**src/rtl/uart_echo_ctrl_pkg.sv**
```systemverilog
`default_nettype none
// ============================================================================
// Module   : uart_echo_ctrl_pkg
// Purpose  : Shared types and constants for the UART echo/host TX sequencer:
//            FSM state encoding, grant-source encoding and the round-robin
//            arbitration helper.
// Ports    : none (package)
// Revision : 1.0 - initial release
// ============================================================================
package uart_echo_ctrl_pkg;

  typedef enum logic [1:0] {
    ST_IDLE      = 2'd0,
    ST_LAUNCH    = 2'd1,
    ST_WAIT_DONE = 2'd2
  } state_e;

  localparam logic GRANT_ECHO = 1'b0;
  localparam logic GRANT_HOST = 1'b1;

  // Round-robin between two requesters: when both are ready, the one that
  // did not win last time gets the grant.
  function automatic logic pick_grant(input logic echo_rdy,
                                      input logic host_rdy,
                                      input logic last_grant);
    if (echo_rdy && host_rdy) begin
      return ~last_grant;
    end else if (host_rdy) begin
      return GRANT_HOST;
    end else begin
      return GRANT_ECHO;
    end
  endfunction

endpackage
`default_nettype wire

```
**src/rtl/uart_byte_fifo.sv**
```systemverilog
`default_nettype none
// ============================================================================
// Module   : uart_byte_fifo
// Purpose  : Small byte FIFO buffering received bytes for echo. Reads are
//            show-ahead (dout valid whenever not empty). A push while full
//            is accepted only if a pop happens in the same cycle.
// Ports    : clk, rst (async, active-low), push_i/din_i write side,
//            pop_i/dout_o read side, level_o occupancy, full_o, empty_o.
// Revision : 1.0 - initial release
// ============================================================================
module uart_byte_fifo #(
  parameter int DEPTH = 4
) (
  input  logic                     clk,
  input  logic                     rst,
  input  logic                     push_i,
  input  logic                     pop_i,
  input  logic [7:0]               din_i,
  output logic [7:0]               dout_o,
  output logic [$clog2(DEPTH):0]   level_o,
  output logic                     full_o,
  output logic                     empty_o
);

  localparam int AW = $clog2(DEPTH);
  localparam logic [AW:0] FULL_LEVEL = DEPTH[AW:0];

  logic [7:0]    mem_q [DEPTH];
  logic [AW-1:0] wr_ptr_q, wr_ptr_d;
  logic [AW-1:0] rd_ptr_q, rd_ptr_d;
  logic [AW:0]   level_q, level_d;
  logic          w_push, w_pop;

  assign full_o  = (level_q == FULL_LEVEL);
  assign empty_o = (level_q == '0);
  assign level_o = level_q;
  assign dout_o  = mem_q[rd_ptr_q];

  // Pop never underflows; a full FIFO accepts a push only when a slot is
  // being freed in the same cycle.
  assign w_pop  = pop_i & ~empty_o;
  assign w_push = push_i & (~full_o | w_pop);

  always_comb begin
    wr_ptr_d = wr_ptr_q;
    rd_ptr_d = rd_ptr_q;
    level_d  = level_q;
    if (w_push) wr_ptr_d = wr_ptr_q + 1'b1;
    if (w_pop)  rd_ptr_d = rd_ptr_q + 1'b1;
    case ({w_push, w_pop})
      2'b10:   level_d = level_q + 1'b1;
      2'b01:   level_d = level_q - 1'b1;
      default: level_d = level_q;
    endcase
  end

  always_ff @(posedge clk or negedge rst) begin
    if (!rst) begin
      wr_ptr_q <= '0;
      rd_ptr_q <= '0;
      level_q  <= '0;
    end else begin
      wr_ptr_q <= wr_ptr_d;
      rd_ptr_q <= rd_ptr_d;
      level_q  <= level_d;
    end
  end

  // Storage needs no reset: contents are only observed when level != 0.
  always_ff @(posedge clk) begin
    if (w_push) mem_q[wr_ptr_q] <= din_i;
  end

endmodule
`default_nettype wire

```
**src/rtl/uart_echo_ctrl.sv**
```systemverilog
`default_nettype none
// ============================================================================
// Module   : uart_echo_ctrl
// Purpose  : Shares one UART transmitter between the echo path (bytes from
//            the UART receiver, buffered in a FIFO) and a host byte source.
//            Round-robin arbitration, tx_val/tx_busy launch handshake and a
//            start timeout that aborts a launch the transmitter never takes.
// Ports    : clk, rst (async, active-low)
//            echo_en, rx_val, rx_data           - receive/echo side
//            host_req, host_data, host_ack      - host byte source
//            tx_busy, tx_val, tx_data, grant_src - transmitter handshake
//            fifo_level, ovf, timeout_err       - status
// Revision : 1.0 - initial release
// ============================================================================
module uart_echo_ctrl
  import uart_echo_ctrl_pkg::*;
#(
  parameter int FIFO_DEPTH    = 4,
  parameter int START_TIMEOUT = 64
) (
  input  logic                         clk,
  input  logic                         rst,
  input  logic                         echo_en,
  input  logic                         rx_val,
  input  logic [7:0]                   rx_data,
  input  logic                         host_req,
  input  logic [7:0]                   host_data,
  output logic                         host_ack,
  input  logic                         tx_busy,
  output logic                         tx_val,
  output logic [7:0]                   tx_data,
  output logic                         grant_src,
  output logic [$clog2(FIFO_DEPTH):0]  fifo_level,
  output logic                         ovf,
  output logic                         timeout_err
);

  localparam int CW = (START_TIMEOUT > 1) ? $clog2(START_TIMEOUT) : 1;
  localparam logic [CW-1:0] LAST_CNT = CW'(START_TIMEOUT - 1);

  state_e        state_q, state_d;
  logic [CW-1:0] cnt_q, cnt_d;
  logic [7:0]    tx_data_q, tx_data_d;
  logic          grant_src_q, grant_src_d;
  logic          last_grant_q, last_grant_d;

  logic          w_pop, w_push, w_sel, w_host_ack;
  logic          w_echo_rdy, w_host_rdy;
  logic [7:0]    w_fifo_dout;
  logic          w_fifo_full, w_fifo_empty;

  assign w_push = rx_val & echo_en;

  uart_byte_fifo #(
    .DEPTH (FIFO_DEPTH)
  ) u_fifo (
    .clk     (clk),
    .rst     (rst),
    .push_i  (w_push),
    .pop_i   (w_pop),
    .din_i   (rx_data),
    .dout_o  (w_fifo_dout),
    .level_o (fifo_level),
    .full_o  (w_fifo_full),
    .empty_o (w_fifo_empty)
  );

  // Buffered bytes are held, not arbitrated, while echo is disabled.
  assign w_echo_rdy = ~w_fifo_empty & echo_en;
  assign w_host_rdy = host_req;

  always_comb begin
    state_d      = state_q;
    cnt_d        = cnt_q;
    tx_data_d    = tx_data_q;
    grant_src_d  = grant_src_q;
    last_grant_d = last_grant_q;
    w_sel        = GRANT_ECHO;
    w_pop        = 1'b0;
    w_host_ack   = 1'b0;
    timeout_err  = 1'b0;
    case (state_q)
      ST_IDLE: begin
        // A busy transmitter blocks every grant, whoever made it busy.
        if (!tx_busy && (w_echo_rdy || w_host_rdy)) begin
          w_sel        = pick_grant(w_echo_rdy, w_host_rdy, last_grant_q);
          state_d      = ST_LAUNCH;
          cnt_d        = '0;
          grant_src_d  = w_sel;
          last_grant_d = w_sel;
          if (w_sel == GRANT_ECHO) begin
            tx_data_d = w_fifo_dout;
            w_pop     = 1'b1;
          end else begin
            tx_data_d  = host_data;
            w_host_ack = 1'b1;
          end
        end
      end
      ST_LAUNCH: begin
        if (tx_busy) begin
          state_d = ST_WAIT_DONE;
          cnt_d   = '0;
        end else if (cnt_q == LAST_CNT) begin
          // Transmitter never accepted the byte: drop it, no retry.
          timeout_err = 1'b1;
          state_d     = ST_IDLE;
          cnt_d       = '0;
        end else begin
          cnt_d = cnt_q + 1'b1;
        end
      end
      ST_WAIT_DONE: begin
        if (!tx_busy) state_d = ST_IDLE;
      end
      default: state_d = ST_IDLE;
    endcase
  end

  always_ff @(posedge clk or negedge rst) begin
    if (!rst) begin
      state_q      <= ST_IDLE;
      cnt_q        <= '0;
      tx_data_q    <= '0;
      grant_src_q  <= 1'b0;
      last_grant_q <= GRANT_HOST;
    end else begin
      state_q      <= state_d;
      cnt_q        <= cnt_d;
      tx_data_q    <= tx_data_d;
      grant_src_q  <= grant_src_d;
      last_grant_q <= last_grant_d;
    end
  end

  // tx_val is decoded from the state so it drops the moment reset asserts.
  assign tx_val    = (state_q == ST_LAUNCH);
  assign tx_data   = tx_data_q;
  assign grant_src = grant_src_q;
  // The grant decision is combinational; qualify the ack so it stays low
  // while reset is held even if host_req is already high.
  assign host_ack  = w_host_ack & rst;
  assign ovf       = w_push & w_fifo_full & ~w_pop;

endmodule
`default_nettype wire
```
**config.mk**
```make
export PLATFORM = sky130hd
export DESIGN_NAME = uart_echo_ctrl
export DESIGN_NICKNAME = d
export VERILOG_FILES = /design/src/rtl/uart_echo_ctrl_pkg.sv /design/src/rtl/uart_byte_fifo.sv /design/src/rtl/uart_echo_ctrl.sv
export SDC_FILE = /design/constraint.sdc
export NUM_CORES = 1
export LEC_CHECK = 0
export CAP_MARGIN = 20
export CORE_ASPECT_RATIO = 0.6
export CORE_MARGIN = 1.5
export CORE_UTILIZATION = 50
export CTS_CLUSTER_DIAMETER = 80
export DETAILED_ROUTE_END_ITERATION = 10
export GPL_TIMING_DRIVEN = 0
export PLACE_DENSITY_LB_ADDON = 0.08
export RECOVER_POWER = 25
export SLEW_MARGIN = 20
export SYNTH_ARGS = -nofsm -noshare
export SYNTH_HDL_FRONTEND = slang
export SYNTH_SLANG_ARGS = --single-unit
```
**constraint.sdc**
```tcl
create_clock -name clk -period 3.8 [get_ports clk]
set_clock_uncertainty 0.15 [all_clocks]
set_input_delay 1.14 -clock clk [delete_from_list [all_inputs] [get_ports clk]]
set_output_delay 1.14 -clock clk [all_outputs]
set_load 0.005 [all_outputs]
```
==> results of run 1 <==
==> kinds of logic after synthesis <==
group / after synthesis
mux: 10
flops: 57
simple gates: 40
xor+xnor: 3
buf+inv: 13
fa+ha+maj: 6
compound gates: 46
==> report_power, final <==
part / internal [mW] / switching (mW)
clock: 0.298 / 0.235
combinational: 0.447 / 0.366
sequential: 0.805 / 0.112
==> final cells by class <==
cell class | instances | area share
plain buffers | 5 | 0.0128
well taps | 66 | 0.0249
repair buffers | 43 | 0.123
clock inverters | 6 | 0.0177
clock buffers | 10 | 0.0385
multi-input cells | 105 | 0.295
inverters | 8 | 0.00906
flip-flops and latches | 57 | 0.479
==> routing by layer <==
| metal | track usage | routed length [um] | vias to the layer above |
|---|---|---|---|
| li1 | - | - | 781 |
| met1 | 0.274 | 2400 | 850 |
| met2 | 0.327 | 2520 | 45 |
| met3 | 0.0891 | 338 | 5 |
| met4 | 0.0819 | 50 | 0 |
| met5 | 0 | 0 | - |
==> sequential cells by signal, summed over array words and instances (netlist names) <==
register	cells
u_fifo.mem_q	32
u_fifo.wr_ptr_q	2
cnt_q	6
state_q	2
u_fifo.level_o	3
last_grant_q	1
grant_src	1
u_fifo.rd_ptr_q	2
tx_data	8
==> critical path, cell delays in order <==
cell and delay, ns:
sky130_fd_sc_hd__clkdlybuf4s50_1 0.50, sky130_fd_sc_hd__nand2_2 0.09, sky130_fd_sc_hd__a31oi_4 0.17, sky130_fd_sc_hd__and3_1 0.16
sky130_fd_sc_hd__dlygate4sd2_1 0.23
==> worst min path at each step <==
stage | startpoint | end | slack (ns) | cells after the start
after floorplan | cnt_q[4] | cnt_q[4] | 0.31 | 1
after global placement | grant_src | grant_src | 0.31 | 1
after detailed placement | cnt_q[1] | cnt_q[1] | 0.35 | 2
after CTS | cnt_q[1] | cnt_q[1] | 0.36 | 2
after global routing | grant_src | grant_src | 0.38 | 1
final | cnt_q[1] | cnt_q[1] | 0.35 | 2
==> cell usage in the layout (no fill, tap or decap), types with 2 or more instances in the layout <==
cell type / Yosys / layout
sky130_fd_sc_hd__nor3b_1: 4 / 4
sky130_fd_sc_hd__a22o_1: 7 / 7
sky130_fd_sc_hd__nor2_1: 5 / 5
sky130_fd_sc_hd__a21o_1: 12 / 12
sky130_fd_sc_hd__mux4_2: 8 / 8
sky130_fd_sc_hd__xnor2_1: 3 / 3
sky130_fd_sc_hd__dlygate4sd3_1: 0 / 2
sky130_fd_sc_hd__inv_1: 8 / 8
sky130_fd_sc_hd__nand2_1: 9 / 8
sky130_fd_sc_hd__ha_1: 5 / 5
sky130_fd_sc_hd__buf_2: 2 / 4
sky130_fd_sc_hd__and3_1: 4 / 4
sky130_fd_sc_hd__buf_4: 0 / 6
sky130_fd_sc_hd__clkinvlp_4: 0 / 2
sky130_fd_sc_hd__and2_1: 6 / 6
sky130_fd_sc_hd__clkdlybuf4s50_1: 0 / 29
sky130_fd_sc_hd__edfxtp_1: 32 / 32
sky130_fd_sc_hd__a31oi_1: 3 / 2
sky130_fd_sc_hd__clkinv_2: 0 / 2
sky130_fd_sc_hd__dfrtp_1: 24 / 24
sky130_fd_sc_hd__o21ai_0: 10 / 10
sky130_fd_sc_hd__clkdlybuf4s15_2: 0 / 2
sky130_fd_sc_hd__clkbuf_8: 0 / 10
==> repair_timing <==
action,4_1_cts,5_1_grt
setup endpoints to repair,3,1
gates resized for setup,22,1
buffers inserted,6,0
hold buffers,0,0
pin swaps,2,0
==> per-stage QoR <==
step	hold WS [ns]	power (mW)	cell area (um^2)
after floorplan	0.314	1.40	2590
after global placement	0.310	1.66	3040
after detailed placement	0.347	1.70	3040
after CTS	0.359	2.28	3310
after global routing	0.377	2.40	3320
final	0.353	2.26	3320
==> results.txt, run 1 <==
----------------------------------------------------
[Status]
  Run status ... completed

[Layout]
  Layout overhead on the synthesized area ... 28.1%
  Area taken by flip-flops and latches ... 0.00159 mm^2
  Number of inserted diodes ... 0
  NumNets Final ... 257
  Post-route insts no fill ... 300
  Share of final-layout standard cells stronger than drive strength 1 ... 0.235
  Share of the core filled with cells ... 0.659
  Area occupied by multi-input gates ... 977 um^2
  Number of filler instances in the final layout ... 365

[Global routing]
  Number of antenna violations at the first check in global routing ... 0
  Global-route congestion overflow total ... 0
  GRT Overall Usage ... 0.214
  Maximum number of pins on one net before global-route repair ... 27
  First-pass GRT wire length ... 8360 um
  Number of global-route vias before repair ... 1706

[Synthesis]
  Most frequently used cell type in the post-synthesis netlist ... sky130_fd_sc_hd__edfxtp_1
  Number of nets produced by synthesis ... 203
  Largest area contributor in the synthesized netlist ... sky130_fd_sc_hd__edfxtp_1
  Fraction of the mapped netlist area in compound gates ... 0.136
  Average cell area after synthesis ... around 15 um^2
  Commonest register cell after synthesis ... sky130_fd_sc_hd__edfxtp_1
  Mapped cell area ... 0.00259 mm^2
  Area share of the largest cell type after synthesis ... 0.371
  Fraction of the mapped netlist area in adder cells ... 0.0319
  Commonest cells in the netlist ... sky130_fd_sc_hd__edfxtp_1, sky130_fd_sc_hd__dfrtp_1, sky130_fd_sc_hd__a21o_1
  Share of the yosys chip area belonging to registers ... 0.613
  Synth Area in XOR/XNOR ... 0.0101
  Synth cell types ... 47
  Area fraction in and, or, nand and nor cells after synthesis ... 0.106
  Biggest area contributors in the synthesized netlist ... sky130_fd_sc_hd__edfxtp_1, sky130_fd_sc_hd__dfrtp_1, sky130_fd_sc_hd__mux4_2
  Instance count of the mapped netlist ... between 150 and 200
  Register bit total from synthesis ... 57
  Yosys warning count ... 0
  Mux share of post-synthesis cell area ... 0.0778
  Number of enable-type register cells in the synthesized netlist ... 32
  Async set or reset register ratio after synthesis ... 0.439
  Combinational family with the most area after synthesis ... compound AO/OA/AOI/OAI gates

[Floorplanning]
  Area enclosed by the die boundary ... 0.00563 mm^2
  Die H ... between 50 and 60 um
  Core Box Area ... 0.00503 mm^2
  Chip Width ... 95.9 um
  Top Ports ... 38
  Rows ... 20
  Starting density of the core ... 0.515

[Placed design]
  IO Port Bufs ... 37
  Final weighted congestion in routability-driven placement ... 0.788
  Number of placed instances with taps included ... 278
  Setup WS pre-CTS ... -0.964 ns
  Post-detailed-placement half-perimeter wirelength ... 3510 um

[Timing]
  Final critical path time including I/O delays and setup ... 3.58 ns
  F_max ... approximately 280 MHz
  Minimum setup slack in the final design ... 0.219 ns
  Number of pins exceeding their max-slew limit in the final report ... 0
  RSZ-0062 raised after global routing ... false
  Count of final setup violators ... 0
  Max_slew headroom ... 0.556
  Measured slew at the worst slew-check pin ... about 0.66 ns
  Fraction of the cycle the final worst path needs ... 0.942
  Setup TNS Final ... 0 ns
  Final number of hold-violating endpoints ... 0

[Clock tree]
  Buffer levels on the longest clock path ... 2
  Clk pin slew, worst setup/hold paths ... 0.06 ns
  TritonCTS clock tree ... done
  TritonCTS buffer count ... 9
  Number of clock sinks seen by CTS ... 57
  Clock latency of the later-clocked register in the worst-skew pair ... between 0.3 and 0.4 ns
  CTS Root Cell ... sky130_fd_sc_hd__clkbuf_8
  H-Tree Level Count ... 3

[Route]
  Total via count after detailed routing ... 1681
  Total wire length after detailed routing ... 5300 um
  Average routed wire per standard cell ... between 15 and 20 um
  Number of routed nets with antenna violations ... 0
  Via density per instance ... 5.60
  Iteration-0 DRC Markers ... 75
  Pre-antenna DRT Iters ... 4
  DRC violation count after routing ... 0

[Min path]
  Class of the tightest hold or removal check ... reg -> reg

[Worst setup path]
  Critical path origin ... rx_val
  Kind of end point of the critical path ... output port
  Startpoint of the lowest-slack register-to-register path ... state_q[0]
  WP data arrival ... 2.29 ns
  R2r worst-path depth ... 7
  Maximum net fanout on the critical path ... 2
  CP required ... 2.51 ns
  Endpoint of the worst setup timing path ... ovf
  Worst-case register-to-register setup slack ... 1.11 ns
  Worst flop-to-flop path endpoint ... u_fifo.level_o[2]
  Critical path class ... in -> out
  Critical path launch point type ... input port

[Pwr]
  Static leakage ... about 1.4 nW
  Peak supply drop ... 0.349 mV
  Pwr per Cell Area ... about 680 mW/mm^2

[Run]
  Number of max-capacitance violations reported ... 0

----------------------------------------------------
No activity file was read; power rests on OpenSTA's default activity.
==> inputs of run 2 (changes only) <==
Settings changed: CAP_MARGIN 20 to 10.
Clock period 3.8 ns to 4.62 ns, I/O delays scaled along.
==> run 2 against run 1 <==
  * Power is 19% lower
  * Critical path type unchanged
  * Utilization decreased by 1.0 points
  * Final cell count down 1.7%
  * Highest routed layer unchanged
  * Register-to-register slack better by 0.80 ns
  * Setup slack worse by 0.054 ns
==> results.txt, run 2 (same netlist as run 1, synthesis figures left out) <==
----------------------------------------------------
[Placed design]
  Number of placed instances with taps included ... 278 (unchanged)
  IO Port Bufs ... 37 (unchanged)
  Post-detailed-placement half-perimeter wirelength ... 3510 um (unchanged)
  Setup WS pre-CTS ... -0.636 ns (was -0.964 ns)
  Final weighted congestion in routability-driven placement ... 0.788 (unchanged)

[Pwr]
  Net switching power of the design ... 0.573 mW (was 0.713 mW)
  Pwr per Cell Area ... 563 mW/mm^2 (was 682 mW/mm^2)
  Comb power frac ... 0.355 (was 0.359)
  Internal power ... 1.27 mW (was 1.55 mW)
  Switching power share of the total ... 0.311 (was 0.315)
  Sequential fraction of design power ... 0.409 (was 0.405)
  Clock share of power ... 0.237 (was 0.235)
  Static leakage ... 1.31 nW (was 1.35 nW)
  Peak supply drop ... 0.290 mV (was 0.349 mV)

[Layout]
  Most frequent standard cell in the layout excluding fill and tap cells ... sky130_fd_sc_hd__edfxtp_1 (unchanged)
  Top register by number of flip-flops ... u_fifo.mem_q (unchanged)
  Area occupied by multi-input gates ... 967 um^2 (was 977 um^2)
  Flip-flop count of the largest register after layout ... 32 (unchanged)
  Share of the core filled with cells ... 0.649 (was 0.659)
  Share of final-layout standard cells stronger than drive strength 1 ... 0.201 (was 0.235)
  Number of filler instances in the final layout ... 369 (was 365)
  NumNets Final ... 252 (was 257)
  Most used cells in the layout excluding fill and tap cells ... sky130_fd_sc_hd__edfxtp_1, sky130_fd_sc_hd__clkdlybuf4s50_1, sky130_fd_sc_hd__dfrtp_1 (unchanged)
  Layout overhead on the synthesized area ... 26.1% (was 28.1%)
  Area taken by flip-flops and latches ... 0.00159 mm^2 (unchanged)
  Post-route insts no fill ... 295 (was 300)
  Number of inserted diodes ... 0 (unchanged)

[Floorplanning]
  Core Box Area ... 0.00503 mm^2 (unchanged)
  Area enclosed by the die boundary ... 0.00563 mm^2 (unchanged)
  Top Ports ... 38 (unchanged)
  Chip Width ... 95.9 um (unchanged)
  Starting density of the core ... 0.515 (unchanged)
  Rows ... 20 (unchanged)
  Die H ... 58.7 um (unchanged)

[Route]
  Iteration-0 DRC Markers ... 86 (was 75)
  DRC violation count after routing ... 0 (unchanged)
  Total via count after detailed routing ... 1647 (was 1681)
  Via density per instance ... 5.58 (was 5.60)
  Pre-antenna DRT Iters ... 4 (unchanged)
  Total wire length after detailed routing ... 5090 um (was 5300 um)
  Number of routed nets with antenna violations ... 0 (unchanged)
  Average routed wire per standard cell ... 17.2 um (was 17.7 um)

[Clock tree]
  H-Tree Level Count ... 3 (unchanged)
  Post-cts hold buffer count ... 0 (unchanged)
  Clock latency of the later-clocked register in the worst-skew pair ... 0.33 ns (about the same)
  Clk pin slew, worst setup/hold paths ... 0.06 ns (about the same)
  CTS Root Cell ... sky130_fd_sc_hd__clkbuf_8 (unchanged)
  TritonCTS buffer count ... 9 (unchanged)
  Buffer levels on the longest clock path ... 2 (unchanged)
  Number of clock sinks seen by CTS ... 57 (unchanged)
  TritonCTS clock tree ... done (unchanged)

[Worst setup path]
  WP data arrival ... 2.92 ns (was 2.29 ns)
  Critical path's top delay family ... buffers and inverters (unchanged)
  CP required ... 3.08 ns (was 2.51 ns)
  Cell at the slowest stage of the critical path ... sky130_fd_sc_hd__clkdlybuf4s50_1 (unchanged)
  Crit-path cells ... dlygate4sd2_1, nor3_4, nand2_1, a21oi_2, clkbuf_8, and2_1, clkdlybuf4s50_1 (was clkdlybuf4s50_1, nand2_2, a31oi_4, and3_1, dlygate4sd2_1)
  Largest stage delay, worst path ... 0.49 ns (was 0.50 ns)
  Kind of end point of the critical path ... output port (unchanged)
  Critical path launch point type ... input port (unchanged)
  Maximum net fanout on the critical path ... 10 (was 2)
  WP buf/inv ... 3 (was 2)
  Critical path class ... in -> out (unchanged)

[Timing]
  Count of final setup violators ... 0 (unchanged)
  Minimum setup slack in the final design ... 0.166 ns (was 0.219 ns)
  Number of pins exceeding their max-slew limit in the final report ... 0 (unchanged)
  Max_slew headroom ... 0.542 (was 0.556)
  F_max ... 224 MHz
  Setup TNS Final ... 0 ns (unchanged)
  Final critical path time including I/O delays and setup ... 4.45 ns
  RSZ-0062 raised after global routing ... false (unchanged)
  Measured slew at the worst slew-check pin ... 0.684 ns (was 0.663 ns)
  Fraction of the cycle the final worst path needs ... 0.964
  Tightest hold margin ... 0.352 ns (was 0.353 ns)
  Final number of hold-violating endpoints ... 0 (unchanged)

[Global routing]
  GRT Overall Usage ... 0.208 (was 0.214)
  Number of antenna violations at the first check in global routing ... 0 (unchanged)
  Maximum number of pins on one net before global-route repair ... 27 (unchanged)
  Global-route congestion overflow total ... 0 (unchanged)
  First-pass GRT wire length ... 8120 um (was 8360 um)
  Number of global-route vias before repair ... 1679 (was 1706)

[Run]
  Number of max-capacitance violations reported ... 0 (unchanged)

[Min path]
  Class of the tightest hold or removal check ... reg -> reg (unchanged)

[Status]
  Run status ... completed (unchanged)

----------------------------------------------------
run 2: metal layers:
layer  part of all wire  global-route usage
met1               0.45               0.266
met2               0.47               0.315
met3              0.070              0.0930
met4              0.010              0.0756
met5                  0                   0
run 2: final cells by class:
class / instances / share of cell area
plain buffers: 5 / 0.0130
clock inverters: 6 / 0.0180
inverters: 8 / 0.00920
repair buffers: 38 / 0.113
flip-flops and latches: 57 / 0.486
multi-input cells: 105 / 0.296
well taps: 66 / 0.0253
clock buffers: 10 / 0.0391
run 2: worst paths after layout:
| check | start | endpoint | slack (ns) | depth (start not counted) |
|---|---|---|---|---|
| worst max register to register | state_q[0] | u_fifo.level_o[2] | 1.91 | 7 |
| max in group asynchronous | rst | tx_data[5] | 2.99 | 1 |
| min in group asynchronous | rst | cnt_q[5] | 0.92 | 1 |
| worst max-delay path | tx_busy | host_ack | 0.17 | 7 |
| worst min register to register | grant_src | grant_src | 0.35 | 1 |
| worst min-delay path | grant_src | grant_src | 0.35 | 1 |
run 2: power by group through the flow:
| stage | Sequential (mW) | Combinational (mW) | Clock, mW |
|---|---|---|---|
| after floorplan | 0.744 | 0.411 | 0 |
| after global placement | 0.749 | 0.618 | 0 |
| after detailed placement | 0.759 | 0.642 | 0 |
| after CTS | 0.752 | 0.662 | 0.447 |
| after global routing | 0.765 | 0.725 | 0.467 |
| final | 0.751 | 0.652 | 0.435 |
run 2: stage by stage:
step / instance area, um^2 / power (mW)
3_3_place_gp: 3040 / 1.37
5_1_grt: 3270 / 1.96
3_5_place_dp: 3040 / 1.40
4_1_cts: 3270 / 1.86
6_report: 3270 / 1.84
2_1_floorplan: 2590 / 1.16
run 2: repair_timing:
action	in CTS	in global routing
buffers inserted	1	0
setup endpoints to repair	2	0
resized for setup	11	0
==> inputs of run 3 (changes only) <==
Clock period 4.62 ns to 4.2 ns, I/O delays scaled along.
==> run 3 against run 2 <==
  * Setup slack got worse by 0.097 ns
  * Sequential cell count unchanged
  * First-iteration DRC count down 5.8%
  * Final cell count rose by 0.68%
  * Register-to-register slack got worse by 0.42 ns
  * Clock power up 10%
  * Utilization up 0.42 points
  * Sequential share of layout area decreased by 0.31 points
  * Critical path type unchanged
==> results.txt, run 3 (same netlist as run 1, synthesis figures left out) <==
----------------------------------------------------
[Timing]
  Number of pins exceeding their max-slew limit in the final report ... 0 (unchanged)
  Count of final setup violators ... 0 (unchanged)
  Max_slew headroom ... 0.527 (was 0.542)
  F_max ... 242 MHz
  Final number of hold-violating endpoints ... 0 (unchanged)
  Tightest hold margin ... 0.352 ns (about the same)
  Measured slew at the worst slew-check pin ... 0.705 ns (was 0.684 ns)
  Fraction of the cycle the final worst path needs ... 0.984
  Final critical path time including I/O delays and setup ... 4.13 ns

[Status]
  Run status ... completed (unchanged)

[Layout]
  Most frequent standard cell in the layout excluding fill and tap cells ... sky130_fd_sc_hd__edfxtp_1 (unchanged)
  NumNets Final ... 254 (was 252)
  Flip-flop count of the largest register after layout ... 32 (unchanged)
  Area taken by flip-flops and latches ... 0.00159 mm^2 (unchanged)
  Number of filler instances in the final layout ... 370 (was 369)
  Number of inserted diodes ... 0 (unchanged)
  Layout overhead on the synthesized area ... 27.0% (was 26.1%)
  Most used cells in the layout excluding fill and tap cells ... sky130_fd_sc_hd__edfxtp_1, sky130_fd_sc_hd__clkdlybuf4s50_1, sky130_fd_sc_hd__dfrtp_1 (unchanged)
  Top register by number of flip-flops ... u_fifo.mem_q (unchanged)
  Area occupied by multi-input gates ... 977 um^2 (was 967 um^2)
  Share of final-layout standard cells stronger than drive strength 1 ... 0.212 (was 0.201)

[Global routing]
  Global-route congestion overflow total ... 0 (unchanged)
  Number of antenna violations at the first check in global routing ... 0 (unchanged)
  GRT Overall Usage ... 0.208 (unchanged)
  Maximum number of pins on one net before global-route repair ... 27 (unchanged)
  Number of global-route vias before repair ... 1679 (unchanged)
  First-pass GRT wire length ... 8120 um (unchanged)

[Clock tree]
  Post-cts hold buffer count ... 0 (unchanged)
  Buffer levels on the longest clock path ... 2 (unchanged)
  H-Tree Level Count ... 3 (unchanged)
  TritonCTS buffer count ... 9 (unchanged)
  Clock latency of the later-clocked register in the worst-skew pair ... 0.33 ns (about the same)
  Clk pin slew, worst setup/hold paths ... 0.06 ns (about the same)
  TritonCTS clock tree ... done (unchanged)
  CTS Root Cell ... sky130_fd_sc_hd__clkbuf_8 (unchanged)
  Number of clock sinks seen by CTS ... 57 (unchanged)

[Route]
  Total via count after detailed routing ... 1669 (was 1647)
  Pre-antenna DRT Iters ... 4 (unchanged)
  Number of routed nets with antenna violations ... 0 (unchanged)
  DRC violation count after routing ... 0 (unchanged)
  Via density per instance ... 5.62 (was 5.58)
  Total wire length after detailed routing ... 5180 um (was 5090 um)
  Iteration-0 DRC Markers ... 81 (was 86)
  Average routed wire per standard cell ... 17.4 um (was 17.2 um)

[Pwr]
  Pwr per Cell Area ... 618 mW/mm^2 (was 563 mW/mm^2)
  Post-layout total power ... 2.03 mW (was 1.84 mW)
  Peak supply drop ... 0.319 mV (was 0.290 mV)
  Static leakage ... 1.31 nW (about the same)

[Placed design]
  Final weighted congestion in routability-driven placement ... 0.788 (unchanged)
  IO Port Bufs ... 37 (unchanged)
  Post-detailed-placement half-perimeter wirelength ... 3510 um (unchanged)

[Worst setup path]
  Kind of end point of the critical path ... output port (unchanged)
  WP data arrival ... 2.72 ns (was 2.92 ns)
  Critical path class ... in -> out (unchanged)
  Maximum net fanout on the critical path ... 5 (was 10)
  Critical path launch point type ... input port (unchanged)
  CP required ... 2.79 ns (was 3.08 ns)

[Floorplanning]
  Starting density of the core ... 0.515 (unchanged)
  Die H ... 58.7 um (unchanged)
  Top Ports ... 38 (unchanged)
  Chip Width ... 95.9 um (unchanged)
  Core Box Area ... 0.00503 mm^2 (unchanged)
  Area enclosed by the die boundary ... 0.00563 mm^2 (unchanged)
  Rows ... 20 (unchanged)

[Min path]
  Class of the tightest hold or removal check ... reg -> reg (unchanged)

[Run]
  Number of max-capacitance violations reported ... 0 (unchanged)

----------------------------------------------------
[run 3: critical path, stage by stage]
cell	delay (ns)
sky130_fd_sc_hd__dlygate4sd2_1	0.27
sky130_fd_sc_hd__or2b_4	0.33
sky130_fd_sc_hd__a31oi_4	0.20
sky130_fd_sc_hd__and3_1	0.17
sky130_fd_sc_hd__clkdlybuf4s50_1	0.50
[run 3: power breakdown]
group | switching, mW | internal, mW
logic | 0.326 | 0.400
clock network | 0.210 | 0.269
registers | 0.0994 | 0.728
total | 0.635 | 1.40
[run 3: path summary, 6_finish.rpt]
check	cells past startpoint	slack, ns	from	to
setup / recovery	5	0.07	host_req	ovf
hold / removal	1	0.35	grant_src	grant_src
setup reg to reg	7	1.49	state_q[0]	u_fifo.level_o[2]
hold reg to reg	1	0.35	grant_src	grant_src
max in group asynchronous	1	2.69	rst	tx_data[5]
min in group asynchronous	1	0.79	rst	tx_data[3]
[run 3: area by class of cell]
class	count	share of cell area
tap	66	0.0251
sequential	57	0.483
timing repair buffer	40	0.115
inverter	8	0.00914
buffer	5	0.0133
clock buffer	10	0.0388
clock inverter	6	0.0179
multi-input combinational	105	0.297
[run 3: per-layer routing]
| layer | GRT usage | part of all wire | up-vias |
|---|---|---|---|
| met5 | 0 | 0 | - |
| met4 | 0.0756 | 0.0093 | 0 |
| met3 | 0.0930 | 0.076 | 7 |
| met2 | 0.315 | 0.46 | 49 |
| met1 | 0.266 | 0.45 | 839 |
| li1 | - | - | 774 |
[run 3: per-stage QoR]
stage | cells | worst slack (ns) | TNS [ns] | cell area, um^2 | utilization
after floorplan | 175 | 0.606 | 0 | 2590 | -
after global placement | 278 | -0.770 | -1.17 | 3040 | 0.605
after detailed placement | 278 | -0.804 | -1.20 | 3040 | 0.604
after CTS | 295 | 0.00968 | 0 | 3270 | 0.650
after global routing | 297 | -0.0112 | -0.0112 | 3290 | 0.653
final | 297 | 0.0689 | 0 | 3290 | 0.653
[run 3: repair_timing]
| action | CTS | global route |
|---|---|---|
| buffers inserted | 1 | 2 |
| hold endpoints to repair | 0 | 0 |
| pin swaps | 1 | 0 |
| endpoints found under the setup margin | 3 | 2 |
| gates resized for setup | 13 | 3 |
